--- src/rtl/box_pkg.sv ---
// Shared encodings and default geometry for the bouncing-box motion scheduler.
package box_pkg;

  typedef enum logic [1:0] {
    OP_SET_X     = 2'd0,
    OP_SET_Y     = 2'd1,
    OP_SET_SPEED = 2'd2,
    OP_RUN_CTRL  = 2'd3
  } cmd_op_e;

  typedef enum logic [1:0] {
    ST_PAUSED     = 2'd0,
    ST_WAIT_FRAME = 2'd1,
    ST_STEP_X     = 2'd2,
    ST_STEP_Y     = 2'd3
  } state_e;

  localparam int PORCH_LEFT_DEF   = 144;
  localparam int PORCH_RIGHT_DEF  = 784;
  localparam int PORCH_TOP_DEF    = 36;
  localparam int PORCH_BOTTOM_DEF = 500;
  localparam int BOX_W_DEF        = 36;
  localparam int BOX_H_DEF        = 36;

  function automatic logic [9:0] clamp10(input logic [9:0] v, input logic [9:0] lo,
                                         input logic [9:0] hi);
    if (v < lo) return lo;
    if (v > hi) return hi;
    return v;
  endfunction

endpackage

--- src/rtl/box_motion_ctrl_if.sv ---
// Command port of the motion scheduler.
// Handshake: a command transfers on a rising clock edge where cmd_valid && cmd_ready;
// the master holds cmd_op/cmd_data stable while cmd_valid is high and not yet accepted.
interface box_motion_ctrl_if;
  logic       cmd_valid;
  logic       cmd_ready;
  logic [1:0] cmd_op;
  logic [9:0] cmd_data;

  modport master (output cmd_valid, output cmd_op, output cmd_data, input cmd_ready);
  modport slave  (input cmd_valid, input cmd_op, input cmd_data, output cmd_ready);
endinterface

--- src/rtl/box_axis_step.sv ---
// One-axis step with edge bounce; used for both X and Y.
module box_axis_step (
  input  logic [9:0] pos_i,
  input  logic       dir_neg_i,
  input  logic [2:0] step_i,
  input  logic [9:0] min_i,
  input  logic [9:0] max_i,
  output logic [9:0] pos_o,
  output logic       dir_neg_o,
  output logic       bounce_o
);

  logic [10:0] sum;
  logic [10:0] lo_thresh;

  // 11-bit arithmetic so pos+step can never wrap before the bound test.
  always_comb begin
    sum       = {1'b0, pos_i} + {8'd0, step_i};
    lo_thresh = {1'b0, min_i} + {8'd0, step_i};
    pos_o     = pos_i;
    dir_neg_o = dir_neg_i;
    bounce_o  = 1'b0;
    if (!dir_neg_i) begin
      if (sum >= {1'b0, max_i}) begin
        pos_o     = max_i;
        dir_neg_o = 1'b1;
        bounce_o  = 1'b1;
      end else begin
        pos_o = sum[9:0];
      end
    end else begin
      if ({1'b0, pos_i} <= lo_thresh) begin
        pos_o     = min_i;
        dir_neg_o = 1'b0;
        bounce_o  = 1'b1;
      end else begin
        pos_o = pos_i - {7'd0, step_i};
      end
    end
  end

endmodule

--- src/rtl/box_motion_ctrl.sv ---
// Per-frame box motion scheduler: divides frame ticks, steps X then Y with bounce,
// and accepts reconfiguration commands while idle or paused.
module box_motion_ctrl
  import box_pkg::*;
#(
  parameter int PORCH_LEFT   = PORCH_LEFT_DEF,
  parameter int PORCH_RIGHT  = PORCH_RIGHT_DEF,
  parameter int PORCH_TOP    = PORCH_TOP_DEF,
  parameter int PORCH_BOTTOM = PORCH_BOTTOM_DEF,
  parameter int BOX_W        = BOX_W_DEF,
  parameter int BOX_H        = BOX_H_DEF
) (
  input  logic               clk_25,
  input  logic               rst,
  input  logic               frame_tick,
  box_motion_ctrl_if.slave   cmd,
  output logic [9:0]         box_x,
  output logic [9:0]         box_y,
  output logic               busy,
  output logic               upd_done,
  output logic [7:0]         bounce_cnt,
  output state_e             state_dbg
);

  localparam logic [9:0] XMIN = 10'(PORCH_LEFT);
  localparam logic [9:0] XMAX = 10'(PORCH_RIGHT - BOX_W);
  localparam logic [9:0] YMIN = 10'(PORCH_TOP);
  localparam logic [9:0] YMAX = 10'(PORCH_BOTTOM - BOX_H);

  state_e     state_q, state_d;
  logic [9:0] x_q, x_d, y_q, y_d;
  logic       dir_x_q, dir_x_d, dir_y_q, dir_y_d;
  logic [2:0] step_q, step_d;
  logic [3:0] div_q, div_d;
  logic [3:0] frame_cnt_q, frame_cnt_d;
  logic [7:0] bounce_q, bounce_d;
  logic       upd_done_q;

  logic [9:0] nx, ny;
  logic       ndir_x, ndir_y, bnc_x, bnc_y;
  logic       cmd_fire;
  logic [2:0] new_step;

  box_axis_step u_step_x (
    .pos_i(x_q), .dir_neg_i(dir_x_q), .step_i(step_q), .min_i(XMIN), .max_i(XMAX),
    .pos_o(nx), .dir_neg_o(ndir_x), .bounce_o(bnc_x)
  );

  box_axis_step u_step_y (
    .pos_i(y_q), .dir_neg_i(dir_y_q), .step_i(step_q), .min_i(YMIN), .max_i(YMAX),
    .pos_o(ny), .dir_neg_o(ndir_y), .bounce_o(bnc_y)
  );

  assign cmd.cmd_ready = (state_q == ST_PAUSED) || (state_q == ST_WAIT_FRAME);
  assign cmd_fire      = cmd.cmd_valid && cmd.cmd_ready;
  assign new_step      = (cmd.cmd_data[2:0] == 3'd0) ? 3'd1 : cmd.cmd_data[2:0];

  always_comb begin
    state_d     = state_q;
    x_d         = x_q;
    y_d         = y_q;
    dir_x_d     = dir_x_q;
    dir_y_d     = dir_y_q;
    step_d      = step_q;
    div_d       = div_q;
    frame_cnt_d = frame_cnt_q;
    bounce_d    = bounce_q;

    case (state_q)
      ST_WAIT_FRAME: begin
        if (frame_tick) begin
          if (frame_cnt_q == div_q) begin
            frame_cnt_d = 4'd0;
            state_d     = ST_STEP_X;
          end else begin
            frame_cnt_d = frame_cnt_q + 4'd1;
          end
        end
      end
      ST_STEP_X: begin
        x_d     = nx;
        dir_x_d = ndir_x;
        if (bnc_x && bounce_q != 8'hFF) bounce_d = bounce_q + 8'd1;
        state_d = ST_STEP_Y;
      end
      ST_STEP_Y: begin
        y_d     = ny;
        dir_y_d = ndir_y;
        if (bnc_y && bounce_q != 8'hFF) bounce_d = bounce_q + 8'd1;
        state_d = ST_WAIT_FRAME;
      end
      default: ;
    endcase

    // Commands only fire in PAUSED/WAIT_FRAME; the tick decision above used pre-command state.
    if (cmd_fire) begin
      case (cmd_op_e'(cmd.cmd_op))
        OP_SET_X: x_d = clamp10(cmd.cmd_data, XMIN, XMAX);
        OP_SET_Y: y_d = clamp10(cmd.cmd_data, YMIN, YMAX);
        OP_SET_SPEED: begin
          step_d      = new_step;
          div_d       = cmd.cmd_data[6:3];
          frame_cnt_d = 4'd0;
        end
        OP_RUN_CTRL: begin
          frame_cnt_d = 4'd0;
          if (cmd.cmd_data[1]) bounce_d = 8'd0;
          if (!cmd.cmd_data[0])           state_d = ST_PAUSED;
          else if (state_q == ST_PAUSED)  state_d = ST_WAIT_FRAME;
        end
        default: ;
      endcase
    end
  end

  always_ff @(posedge clk_25) begin
    if (rst) begin
      state_q     <= ST_WAIT_FRAME;
      x_q         <= XMIN;
      y_q         <= YMIN;
      dir_x_q     <= 1'b0;
      dir_y_q     <= 1'b0;
      step_q      <= 3'd1;
      div_q       <= 4'd0;
      frame_cnt_q <= 4'd0;
      bounce_q    <= 8'd0;
      upd_done_q  <= 1'b0;
    end else begin
      state_q     <= state_d;
      x_q         <= x_d;
      y_q         <= y_d;
      dir_x_q     <= dir_x_d;
      dir_y_q     <= dir_y_d;
      step_q      <= step_d;
      div_q       <= div_d;
      frame_cnt_q <= frame_cnt_d;
      bounce_q    <= bounce_d;
      upd_done_q  <= (state_q == ST_STEP_Y);
    end
  end

  assign box_x      = x_q;
  assign box_y      = y_q;
  assign bounce_cnt = bounce_q;
  assign busy       = (state_q == ST_STEP_X) || (state_q == ST_STEP_Y);
  assign upd_done   = upd_done_q;
  assign state_dbg  = state_q;

endmodule
--- src/flat_wrapper.sv ---
// flat-port wrapper written by rule: the top's interface ports become plain ports
module box_motion_ctrl_flat import box_pkg::*;
#(
  parameter int PORCH_LEFT   = PORCH_LEFT_DEF,
  parameter int PORCH_RIGHT  = PORCH_RIGHT_DEF,
  parameter int PORCH_TOP    = PORCH_TOP_DEF,
  parameter int PORCH_BOTTOM = PORCH_BOTTOM_DEF,
  parameter int BOX_W        = BOX_W_DEF,
  parameter int BOX_H        = BOX_H_DEF
)
  (clk_25, rst, frame_tick, box_x, box_y, busy, upd_done, bounce_cnt, state_dbg, cmd_cmd_valid, cmd_cmd_op, cmd_cmd_data, cmd_cmd_ready);
  box_motion_ctrl_if cmd_i ();
  input  logic clk_25;
  input  logic rst;
  input  logic frame_tick;
  output logic [9:0] box_x;
  output logic [9:0] box_y;
  output logic busy;
  output logic upd_done;
  output logic [7:0] bounce_cnt;
  output state_e state_dbg;
  input wire logic [$bits(cmd_i.cmd_valid)-1:0] cmd_cmd_valid;
  input wire logic [$bits(cmd_i.cmd_op)-1:0] cmd_cmd_op;
  input wire logic [$bits(cmd_i.cmd_data)-1:0] cmd_cmd_data;
  output wire logic [$bits(cmd_i.cmd_ready)-1:0] cmd_cmd_ready;
  assign cmd_i.cmd_valid = cmd_cmd_valid;
  assign cmd_i.cmd_op = cmd_cmd_op;
  assign cmd_i.cmd_data = cmd_cmd_data;
  assign cmd_cmd_ready = cmd_i.cmd_ready;
  box_motion_ctrl #(.PORCH_LEFT(PORCH_LEFT), .PORCH_RIGHT(PORCH_RIGHT), .PORCH_TOP(PORCH_TOP), .PORCH_BOTTOM(PORCH_BOTTOM), .BOX_W(BOX_W), .BOX_H(BOX_H)) u_core (.clk_25(clk_25), .rst(rst), .frame_tick(frame_tick), .cmd(cmd_i), .box_x(box_x), .box_y(box_y), .busy(busy), .upd_done(upd_done), .bounce_cnt(bounce_cnt), .state_dbg(state_dbg));
endmodule
--- config.mk ---
export PLATFORM = sky130hd
export DESIGN_NAME = box_motion_ctrl_flat
export DESIGN_NICKNAME = d
export VERILOG_FILES = /design/src/rtl/box_pkg.sv /design/src/rtl/box_motion_ctrl_if.sv /design/src/rtl/box_axis_step.sv /design/src/rtl/box_motion_ctrl.sv /design/src/flat_wrapper.sv
export SDC_FILE = /design/constraint.sdc
export NUM_CORES = 1
export LEC_CHECK = 0
export BUFFER_PORTS_ARGS = -buffer_cell sky130_fd_sc_hd__buf_4
export CORE_MARGIN = 5
export CORE_UTILIZATION = 50
export DETAILED_ROUTE_END_ITERATION = 6
export PLACE_DENSITY = 0.71
export SYNTH_ARGS = -nofsm -noshare
export SYNTH_HDL_FRONTEND = slang
export SYNTH_SLANG_ARGS = --single-unit
--- constraint.sdc ---
create_clock -name clk_25 -period 5 [get_ports clk_25]
set_clock_uncertainty 0.15 [all_clocks]
set_input_delay 0.5 -clock clk_25 [delete_from_list [all_inputs] [get_ports clk_25]]
set_output_delay 0.5 -clock clk_25 [all_outputs]
set_load 0.05 [all_outputs]
==> results.json, run 1 <==
{
  "run_status": "finished, final reports clean",
  "post_synth.cell_area_avg_um2": 7.369,
  "die_height_um": 96.44,
  "timing.max_cap.violations": 0,
  "crit_path_frequent_cell": "sky130_fd_sc_hd__a21oi_1",
  "clock_power_share": 0.301,
  "synth_top_area_frac": 0.2358,
  "syn_area_um2": 3736,
  "timing.final.max_slew_violations": 0,
  "timing.final.hold_violations": 0,
  "total_area_of_multi_input_combinational_cells_um2": 2665,
  "worst_ir_drop_vdd_uv": 115.1,
  "timing.setup.tns_ns": 0,
  "hold_path_class": "in2reg",
  "mappedNetlistNets": 542,
  "worstSetupStartpointType": "flip-flop",
  "worst_r2r_startpoint": "u_core.step_q[0]",
  "detailed_place.area_um2": 4109,
  "post_synth_inst_count": 507,
  "power_density_nw_per_um2": 256.3,
  "worstReg2RegEnd": "u_core.bounce_cnt[2]",
  "synthToLayoutAreaGrowth_pct": 13.43,
  "die_area_um2": 9301,
  "synth_async_sr_flop_share": 0,
  "grt_start_max_net_pins": 33,
  "start_util": 0.5151,
  "synth_commonest_cells": "63 x sky130_fd_sc_hd__nor2_1, 44 x sky130_fd_sc_hd__dfxtp_1, 41 x sky130_fd_sc_hd__a21oi_1",
  "internal_power_mw": 0.6915,
  "gr-total-overflow": 0,
  "pre_cts_slack_ns": 1.301,
  "synth.area.top_cells": "sky130_fd_sc_hd__dfxtp_1 24%, sky130_fd_sc_hd__nor2_1 6.3%, sky130_fd_sc_hd__a21oi_1 5.5%",
  "layout.area.seq_um2": 880.8,
  "avgViaCountPerCell": 6.329,
  "crit_required_ns": 5.06,
  "synthMostInstantiatedCell": "sky130_fd_sc_hd__nor2_1",
  "post-route-drc-count": 0,
  "detailedRoute.firstPassIterationCount": 5,
  "p_switching_mw": 0.3947,
  "synth_seq_cells": 44,
  "min_period_ns": 3.728,
  "gp_congestion": 0.9401,
  "critical_path.max_stage_delay_ns": 0.50,
  "die_w_um": 96.44,
  "route.vias.total": 4006,
  "critical_path_class": "reg2reg",
  "grt_first_pass_wirelength_um": 17850,
  "max_slew.worst_pin.slew_ns": 1.040,
  "layout-drive-gt1-share": 0.1367,
  "power_frac_comb": 0.317,
  "post_cts_hold_buffer_count": 0,
  "worst-path-stages": 11,
  "cts_tree": "yes",
  "ys_seq_area_frac": 0.2358,
  "first_global_vias": 3650,
  "clock_tree_buf_depth": 2,
  "critPathTopFamily": "compound AO/OA/AOI/OAI gates",
  "numPortBuffers": 48,
  "coreArea_um2": 7253,
  "final-instance-count-excl-fill": 633,
  "post_cts_setup_bufs": 0,
  "number_of_placed_cells_counting_well_taps": 626,
  "ys_dominant_reg_cell": "sky130_fd_sc_hd__dfxtp_1",
  "clock_sink_count": 44,
  "max-slew-margin-rel": 0.3015,
  "inserted_clock_buffers": 5,
  "yosys.area.top_type": "sky130_fd_sc_hd__dfxtp_1",
  "worstRegToRegCells": 11,
  "switching_share": 0.3634,
  "clockRootBuffer": "sky130_fd_sc_hd__clkbuf_8",
  "reg_clk_slew_reported_paths_ns": 0.09,
  "unrepaired_setup_endpoints_after_global_routing": "false",
  "setup_viol": 0,
  "layout.nets": 569,
  "fp-row-count": 31,
  "synthDistinctLibCells": 67,
  "fmax_achieved_mhz": 268.3,
  "wl_per_cell_um": 17.25,
  "cts_resized": 0,
  "totalWireLength_um": 10920,
  "ios": 49,
  "timing.critical_path.slowest_stage_cell": "sky130_fd_sc_hd__o41a_1",
  "route.antenna.remaining_nets": 0,
  "synth-warning-count": 0,
  "num_antenna_cells": 0,
  "postLayoutSetupSlackWorst_ns": 1.272,
  "path_cells": "ha_1 > fa_1 > nor2b_1 > or4_1 > o211a_1 > o41a_1 > a21oi_1 > nand4_1 > o21ai_2 > a21oi_1 > a31o_2",
  "track_usage": 0.2397,
  "h-tree-depth": 2,
  "crit_buf_inv": 0,
  "critPathArrivalTime_ns": 3.78,
  "timing.reg2reg.setup_slack_ns": 1.27,
  "power.sequential.fraction": 0.382,
  "hpwl_um": 8087,
  "critical_path.endpoint_type": "flip-flop",
  "period_share": 0.7456,
  "total_leakage_power_nw": 1.617,
  "timing.critical_path.to": "u_core.bounce_cnt[2]",
  "synth_edf_count": 0,
  "startpoint": "u_core.step_q[0]",
  "antenna_violations_before_repair": 0,
  "num-fill-cells": 718,
  "layout.cell_area.non_filler_um2": 4238,
  "critical_path.max_fanout": 6,
  "drt_iter0_markers": 421,
  "worstSkewPairLatency_ns": 0.30
}
-- metal layers --
metal,track usage,wire length (um),up-vias,part of all wire
met5,0,0,-,0
met4,0.05841,110,0,0.010
met3,0.04880,1037,15,0.095
met2,0.3580,4767,205,0.44
met1,0.3520,5005,1864,0.46
li1,-,-,1922,-
-- placed cells by master (no fill, tap or decap), types with 4 or more instances in the layout --
master,n
sky130_fd_sc_hd__a211oi_1,5
sky130_fd_sc_hd__a21o_1,4
sky130_fd_sc_hd__a21oi_1,41
sky130_fd_sc_hd__a221oi_1,8
sky130_fd_sc_hd__a311oi_1,4
sky130_fd_sc_hd__a31oi_1,9
sky130_fd_sc_hd__and3_1,8
sky130_fd_sc_hd__buf_4,49
sky130_fd_sc_hd__clkbuf_8,5
sky130_fd_sc_hd__dfxtp_1,44
sky130_fd_sc_hd__fa_1,4
sky130_fd_sc_hd__ha_1,15
sky130_fd_sc_hd__inv_1,19
sky130_fd_sc_hd__mux2i_1,11
sky130_fd_sc_hd__nand2_1,40
sky130_fd_sc_hd__nand2b_1,21
sky130_fd_sc_hd__nand3_1,22
sky130_fd_sc_hd__nor2_1,63
sky130_fd_sc_hd__nor2b_1,9
sky130_fd_sc_hd__nor3_1,16
sky130_fd_sc_hd__nor4_1,5
sky130_fd_sc_hd__o211ai_1,5
sky130_fd_sc_hd__o21ai_0,31
sky130_fd_sc_hd__o31ai_1,8
sky130_fd_sc_hd__or2_2,4
sky130_fd_sc_hd__or3_1,5
sky130_fd_sc_hd__or4_1,5
sky130_fd_sc_hd__xnor2_1,7
sky130_fd_sc_hd__xor2_1,8
-- logic make-up (layout without fill, tap and decap cells) --
group           count (synthesis)  after routing  share of synthesized area
fa+ha+maj                      19             19                    0.07167
buf+inv                        48             75                    0.05090
compound gates                154            154                     0.2837
flops                          44             44                     0.2358
xor+xnor                       15             15                    0.03517
simple gates                  213            213                     0.2843
mux                            14             14                    0.03851
-- flip-flops by register name (all words and copies together), names as in the netlist --
signal and count:
u_core.bounce_cnt 8, u_core.box_x 10, u_core.box_y 10, u_core.dir_x_q 1, u_core.dir_y_q 1, u_core.div_q 4
u_core.frame_cnt_q 4, u_core.state_dbg 2, u_core.step_q 3, u_core.upd_done 1
-- area by class of cell --
cell class / instances / area share
multi-input combinational: 415 / 0.6289
sequential: 44 / 0.2079
timing repair buffer: 49 / 0.08680
tap: 99 / 0.02923
inverter: 19 / 0.01683
clock buffer: 5 / 0.01624
clock inverter: 2 / 0.01417
-- tightest hold or removal path: stages --
cell	delay [ns]
sky130_fd_sc_hd__buf_4	0.13
sky130_fd_sc_hd__nand3_1	0.08
sky130_fd_sc_hd__nand2_1	0.05
-- power by group through the flow --
stage / Sequential, mW / Combinational (mW) / Clock, mW
floorplan: 0.452 / 0.209 / 0
global placement: 0.421 / 0.338 / 0
detailed placement: 0.423 / 0.337 / 0
CTS: 0.414 / 0.340 / 0.332
global route: 0.420 / 0.373 / 0.348
finish: 0.415 / 0.344 / 0.327
-- worst min-delay path by stage --
stage | startpoint | endpoint | slack [ns] | cells past startpoint
5_1_grt | cmd_cmd_data[3] | u_core.box_y[3] | 0.35 | 3
2_1_floorplan | u_core.frame_cnt_q[3] | u_core.frame_cnt_q[3] | 0.32 | 2
3_5_place_dp | u_core.box_y[9] | u_core.box_y[9] | 0.35 | 2
6_report | cmd_cmd_data[3] | u_core.box_y[3] | 0.34 | 3
4_1_cts | cmd_cmd_data[3] | u_core.box_y[3] | 0.33 | 3
3_3_place_gp | u_core.frame_cnt_q[3] | u_core.frame_cnt_q[3] | 0.34 | 2
-- per-stage QoR --
step           power (mW)  utilization  hold slack [ns]
6_report            1.086       0.5843           0.3384
4_1_cts             1.087       0.5843           0.3274
3_3_place_gp       0.7592       0.5665           0.3356
2_1_floorplan      0.6615            -           0.3195
5_1_grt             1.141       0.5843           0.3496
3_5_place_dp       0.7595       0.5665           0.3503
No activity file was read; power rests on OpenSTA's default activity.
==> run 2: changes to the inputs <==
- clock period: 5 -> 3.82 ns (I/O delays scaled with it)
==> results.json, run 2 (synthesis gave the netlist of run 1 again) <==
{
  "max_slew.worst_pin.slew_ns": 0.9117,
  "track_usage": 0.2558,
  "coreArea_um2": 7253,
  "die_w_um": 96.44,
  "fp-row-count": 31,
  "totalWireLength_um": 11520,
  "timing.final.max_slew_violations": 0,
  "power_density_nw_per_um2": 348.7,
  "cts_tree": "yes",
  "min_period_ns": 3.593,
  "total_leakage_power_nw": 1.662,
  "fmax_achieved_mhz": 278.3,
  "timing.setup.tns_ns": 0,
  "top_usage_layer": "met1",
  "clock_power_share": 0.334,
  "power.sequential.fraction": 0.361,
  "worstSkewPairLatency_ns": 0.30,
  "run_status": "finished, final reports clean",
  "detailed_place.area_um2": 4154,
  "clock_tree_buf_depth": 2,
  "hold_start": "cmd_cmd_data[3]",
  "whs_endpoint": "u_core.box_y[3]",
  "number_of_placed_cells_counting_well_taps": 632,
  "antenna_violations_before_repair": 0,
  "final-instance-count-excl-fill": 640,
  "gp_congestion": 0.9565,
  "post-route-drc-count": 0,
  "detailedRoute.firstPassIterationCount": 6,
  "gr-total-overflow": 0,
  "timing.max_cap.violations": 0,
  "route.vias.total": 4097,
  "finish.utilization": 0.5958,
  "most_frequent_cells_in_the_layout": "63 x sky130_fd_sc_hd__nor2_1, 55 x sky130_fd_sc_hd__buf_4, 43 x sky130_fd_sc_hd__dfxtp_1",
  "most_common_cell_after_layout_fill_and_taps_aside": "sky130_fd_sc_hd__nor2_1",
  "critical_path.max_fanout": 6,
  "layout.cell_area.non_filler_um2": 4322,
  "routing_usage_on_met2": 0.3770,
  "start_util": 0.5151,
  "power_frac_comb": 0.305,
  "hold_path_class": "in2reg",
  "hold_path_depth": 3,
  "critPathArrivalTime_ns": 3.64,
  "max-slew-margin-rel": 0.3900,
  "worst_r2r_startpoint": "u_core.box_y[0]",
  "p_switching_mw": 0.5301,
  "timing.final.hold_violations": 0,
  "layout-drive-gt1-share": 0.1534,
  "route.antenna.remaining_nets": 0,
  "worstSetupStartpointType": "flip-flop",
  "layout.nets": 575,
  "switching_share": 0.3517,
  "grt_start_max_net_pins": 33,
  "worstReg2RegEnd": "u_core.bounce_cnt[5]",
  "met3_usage": 0.03021,
  "synthToLayoutAreaGrowth_pct": 15.67,
  "inserted_clock_buffers": 5,
  "grt_util_met1": 0.3854,
  "ios": 49,
  "clockRootBuffer": "sky130_fd_sc_hd__clkbuf_8",
  "crit_required_ns": 3.87,
  "worstRegToRegCells": 11,
  "wl_per_cell_um": 18.00,
  "worst_ir_drop_vdd_uv": 201.3,
  "critical_path.endpoint_type": "flip-flop",
  "h-tree-depth": 2,
  "setup_viol": 0,
  "unrepaired_setup_endpoints_after_global_routing": "false",
  "post_cts_setup_bufs": 0,
  "die_height_um": 96.44,
  "numPortBuffers": 48,
  "num_antenna_cells": 0,
  "reg_clk_slew_reported_paths_ns": 0.09,
  "avgViaCountPerCell": 6.402,
  "grt_first_pass_wirelength_um": 18800,
  "drt_iter0_markers": 561,
  "critical_path_class": "reg2reg",
  "first_global_vias": 3727,
  "clock_sink_count": 44,
  "fin_total_pwr_mw": 1.507,
  "hpwl_um": 8423,
  "internal_power_mw": 0.9770,
  "period_share": 0.9407,
  "die_area_um2": 9301,
  "timing.reg2reg.setup_slack_ns": 0.23
}
==> run 2: cell types whose count changed in the layout (fill, tap and decap cells not counted), sizes merged <==
cell    change
bufinv      +1
buf         +6
==> run 2: worst max path at each step <==
stage                startpoint              endpoint  slack [ns]  depth (start not counted)
6_report        u_core.box_y[0]  u_core.bounce_cnt[5]        0.23                         11
3_5_place_dp   u_core.step_q[0]  u_core.bounce_cnt[5]        0.23                         11
5_1_grt         u_core.box_y[0]  u_core.bounce_cnt[5]        0.02                         11
2_1_floorplan   u_core.box_y[0]  u_core.bounce_cnt[5]        0.19                         11
4_1_cts        u_core.step_q[0]  u_core.bounce_cnt[5]        0.20                         11
3_3_place_gp   u_core.step_q[2]       u_core.box_x[0]        0.29                         11
==> run 2: repair_timing <==
item	4_1_cts	5_1_grt
hold buffers	0	0
resized for setup	0	4
endpoints found under the setup margin	0	3
==> run 2: per-stage QoR <==
step	hold WS, ns	setup WS, ns
after global routing	0.2169	0.02323
after floorplan	0.3195	0.1902
final	0.2247	0.2266
after CTS	0.2135	0.2030
after global placement	0.3351	0.2907
after detailed placement	0.3486	0.2260
==> run 2: metal layers <==
metal  routed length [um]  vias to the layer above  share of wire
met4                  277                        0          0.024
met1                 5285                     1921           0.46
met3                  902                       31          0.078
met5                    0                        -              0
li1                     -                     1934              -
met2                 5055                      211           0.44
==> run 2: critical path: stages, from the launching register on <==
cell and delay (ns):
sky130_fd_sc_hd__dfxtp_1 0.35, sky130_fd_sc_hd__ha_1 0.23, sky130_fd_sc_hd__fa_1 0.40, sky130_fd_sc_hd__nor2b_1 0.19
sky130_fd_sc_hd__or4_1 0.48, sky130_fd_sc_hd__o211a_1 0.21, sky130_fd_sc_hd__o41a_1 0.49, sky130_fd_sc_hd__and2_4 0.22
sky130_fd_sc_hd__or2_4 0.25, sky130_fd_sc_hd__nand2_1 0.07, sky130_fd_sc_hd__a31oi_1 0.08, sky130_fd_sc_hd__a2111oi_1 0.35
==> run 2: power groups by stage <==
| stage | combinational [mW] | clock (mW) | sequential, mW |
|---|---|---|---|
| global route | 0.497 | 0.534 | 0.552 |
| CTS | 0.454 | 0.510 | 0.542 |
| floorplan | 0.274 | 0 | 0.592 |
| global placement | 0.446 | 0 | 0.551 |
| detailed placement | 0.449 | 0 | 0.552 |
| finish | 0.460 | 0.504 | 0.543 |
==> run 2: area by class of cell <==
type / instances / area [um2]
well taps: 99 / 123.9
fillers: 715 / 2932
flip-flops and latches: 44 / 882.1
repair buffers: 55 / 412.9
clock inverters: 3 / 90.09
clock buffers: 5 / 68.82
multi-input cells: 415 / 2673
inverters: 19 / 71.32
==> run 3: changes to the inputs <==
- PLACE_DENSITY: 0.71 -> 0.73
- SLEW_MARGIN: not set -> 20
- clock period: 3.82 -> 3.2 ns (I/O delays scaled with it)
==> results.json, run 3 (synthesis gave the netlist of run 1 again) <==
{
  "timing.setup.tns_ns": -0.05840,
  "critPathArrivalTime_ns": 3.31,
  "layout-drive-gt1-share": 0.2676,
  "first_global_vias": 3921,
  "hold_path_class": "in2reg",
  "most_frequent_cells_in_the_layout": "94 x sky130_fd_sc_hd__buf_4, 60 x sky130_fd_sc_hd__nor2_1, 40 x sky130_fd_sc_hd__nand2_1",
  "max_slew.worst_pin.slew_ns": 0.9019,
  "critical_path.max_fanout": 5,
  "inserted_clock_buffers": 5,
  "pre_cts_slack_ns": -0.1103,
  "worst_ir_drop_vdd_uv": 266.3,
  "run_status": "complete, but fails checks",
  "crit_required_ns": 3.28,
  "setup_viol": 2,
  "cts_tree": "yes",
  "post_cts_hold_buffer_count": 0,
  "route.vias.total": 4159,
  "num_antenna_cells": 0,
  "worstSetupStartpointType": "flip-flop",
  "die_area_um2": 9301,
  "post-route-drc-count": 0,
  "synthToLayoutAreaGrowth_pct": 27.53,
  "power_density_nw_per_um2": 337.7,
  "track_usage": 0.2602,
  "worstRegToRegCells": 12,
  "detailedRoute.firstPassIterationCount": 5,
  "number_of_placed_cells_counting_well_taps": 667,
  "unrepaired_setup_endpoints_after_global_routing": "true",
  "timing.reg2reg.setup_slack_ns": -0.03,
  "hpwl_um": 8746,
  "gp_congestion": 0.9655,
  "num-fill-cells": 666,
  "fin_hold_ws_ns": 0.1626,
  "die_height_um": 96.44,
  "start_util": 0.5151,
  "fp-row-count": 31,
  "clockRootBuffer": "sky130_fd_sc_hd__clkbuf_8",
  "grt_start_max_net_pins": 33,
  "clock_sink_count": 44,
  "antenna_violations_before_repair": 0,
  "grt_first_pass_wirelength_um": 19240,
  "violations": "negative setup slack",
  "route.antenna.remaining_nets": 0,
  "worstReg2RegEnd": "u_core.bounce_cnt[6]",
  "period_share": 1.009,
  "numPortBuffers": 48,
  "die_w_um": 96.44,
  "critical_path.endpoint_type": "flip-flop",
  "worst_r2r_startpoint": "u_core.step_q[0]",
  "fmax_achieved_mhz": 309.6,
  "h-tree-depth": 2,
  "worstSkewPairLatency_ns": 0.30,
  "timing.final.hold_violations": 0,
  "postLayoutSetupSlackWorst_ns": -0.02957,
  "most_common_cell_after_layout_fill_and_taps_aside": "sky130_fd_sc_hd__buf_4",
  "clock_tree_buf_depth": 2,
  "startpoint": "u_core.step_q[0]",
  "timing.final.max_slew_violations": 0,
  "coreArea_um2": 7253,
  "gr-total-overflow": 0,
  "max-slew-margin-rel": 0.3965,
  "reg_clk_slew_reported_paths_ns": 0.09,
  "timing.critical_path.to": "u_core.bounce_cnt[6]",
  "min_period_ns": 3.230,
  "finish.utilization": 0.6569,
  "critical_path_class": "reg2reg",
  "avgViaCountPerCell": 6.098,
  "total_leakage_power_nw": 1.863,
  "timing.max_cap.violations": 0,
  "layout.nets": 618,
  "final-instance-count-excl-fill": 682,
  "ios": 49,
  "drt_iter0_markers": 391,
  "wl_per_cell_um": 17.04,
  "totalWireLength_um": 11620
}
## run 3: routing by layer
metal / up-vias / global-route usage / wire, um
li1: 2016 / - / -
met1: 1920 / 0.3790 / 5355
met2: 192 / 0.3914 / 5088
met3: 31 / 0.04725 / 921
met4: 0 / 0.07477 / 256
met5: - / 0 / 0
## run 3: what timing repair did
action / in CTS / in global routing
pin swaps: 7 / 18
resized for setup: 5 / 22
setup endpoints to repair: 10 / 19
buffers inserted: 2 / 7
## run 3: cell type report
cell class                      instances  area (um2)  area share
Sequential cell                        44       907.1      0.1904
Inverter                               19       71.32     0.01497
Clock inverter                          2       11.26    0.002363
Clock buffer                            5       68.82     0.01444
Timing Repair Buffer                   98       759.5      0.1594
Multi-Input combinational cell        415        2823      0.5924
Tap cell                               99       123.9     0.02600
## run 3: worst max-delay path: stages (launching register included)
cell	delay, ns
sky130_fd_sc_hd__dfxtp_4	0.37
sky130_fd_sc_hd__ha_4	0.16
sky130_fd_sc_hd__fa_2	0.34
sky130_fd_sc_hd__nor2b_4	0.14
sky130_fd_sc_hd__or4_1	0.39
sky130_fd_sc_hd__o211a_1	0.22
sky130_fd_sc_hd__o41a_1	0.48
sky130_fd_sc_hd__and2_4	0.19
sky130_fd_sc_hd__or2_4	0.26
sky130_fd_sc_hd__buf_4	0.14
sky130_fd_sc_hd__nor2_1	0.07
sky130_fd_sc_hd__o21ai_0	0.08
sky130_fd_sc_hd__a31oi_1	0.17
## run 3: metrics by stage
| stage | instance area, um2 | power, mW |
|---|---|---|
| 2_1_floorplan | 3807 | 1.041 |
| 3_3_place_gp | 4497 | 1.241 |
| 3_5_place_dp | 4497 | 1.245 |
| 4_1_cts | 4613 | 1.591 |
| 5_1_grt | 4765 | 1.702 |
| 6_report | 4765 | 1.609 |
## run 3: worst min path at each step
stage / startpoint / end / slack [ns] / cells past startpoint
6_report: cmd_cmd_data[8] / u_core.box_x[8] / 0.16 / 3
3_3_place_gp: u_core.frame_cnt_q[3] / u_core.frame_cnt_q[3] / 0.34 / 2
4_1_cts: cmd_cmd_data[3] / u_core.box_y[3] / 0.16 / 3
2_1_floorplan: cmd_cmd_data[3] / u_core.box_y[3] / 0.29 / 2
3_5_place_dp: u_core.frame_cnt_q[3] / u_core.frame_cnt_q[3] / 0.35 / 2
5_1_grt: cmd_cmd_data[8] / u_core.box_x[8] / 0.18 / 3
## run 3: report_power, final
group / internal (mW) / switching [mW] / leakage [nW]
Combinational: 0.246 / 0.398 / 1.46
Sequential: 0.578 / 0.0392 / 0.362
Clock: 0.149 / 0.199 / 0.0443
Total: 0.973 / 0.636 / 1.86
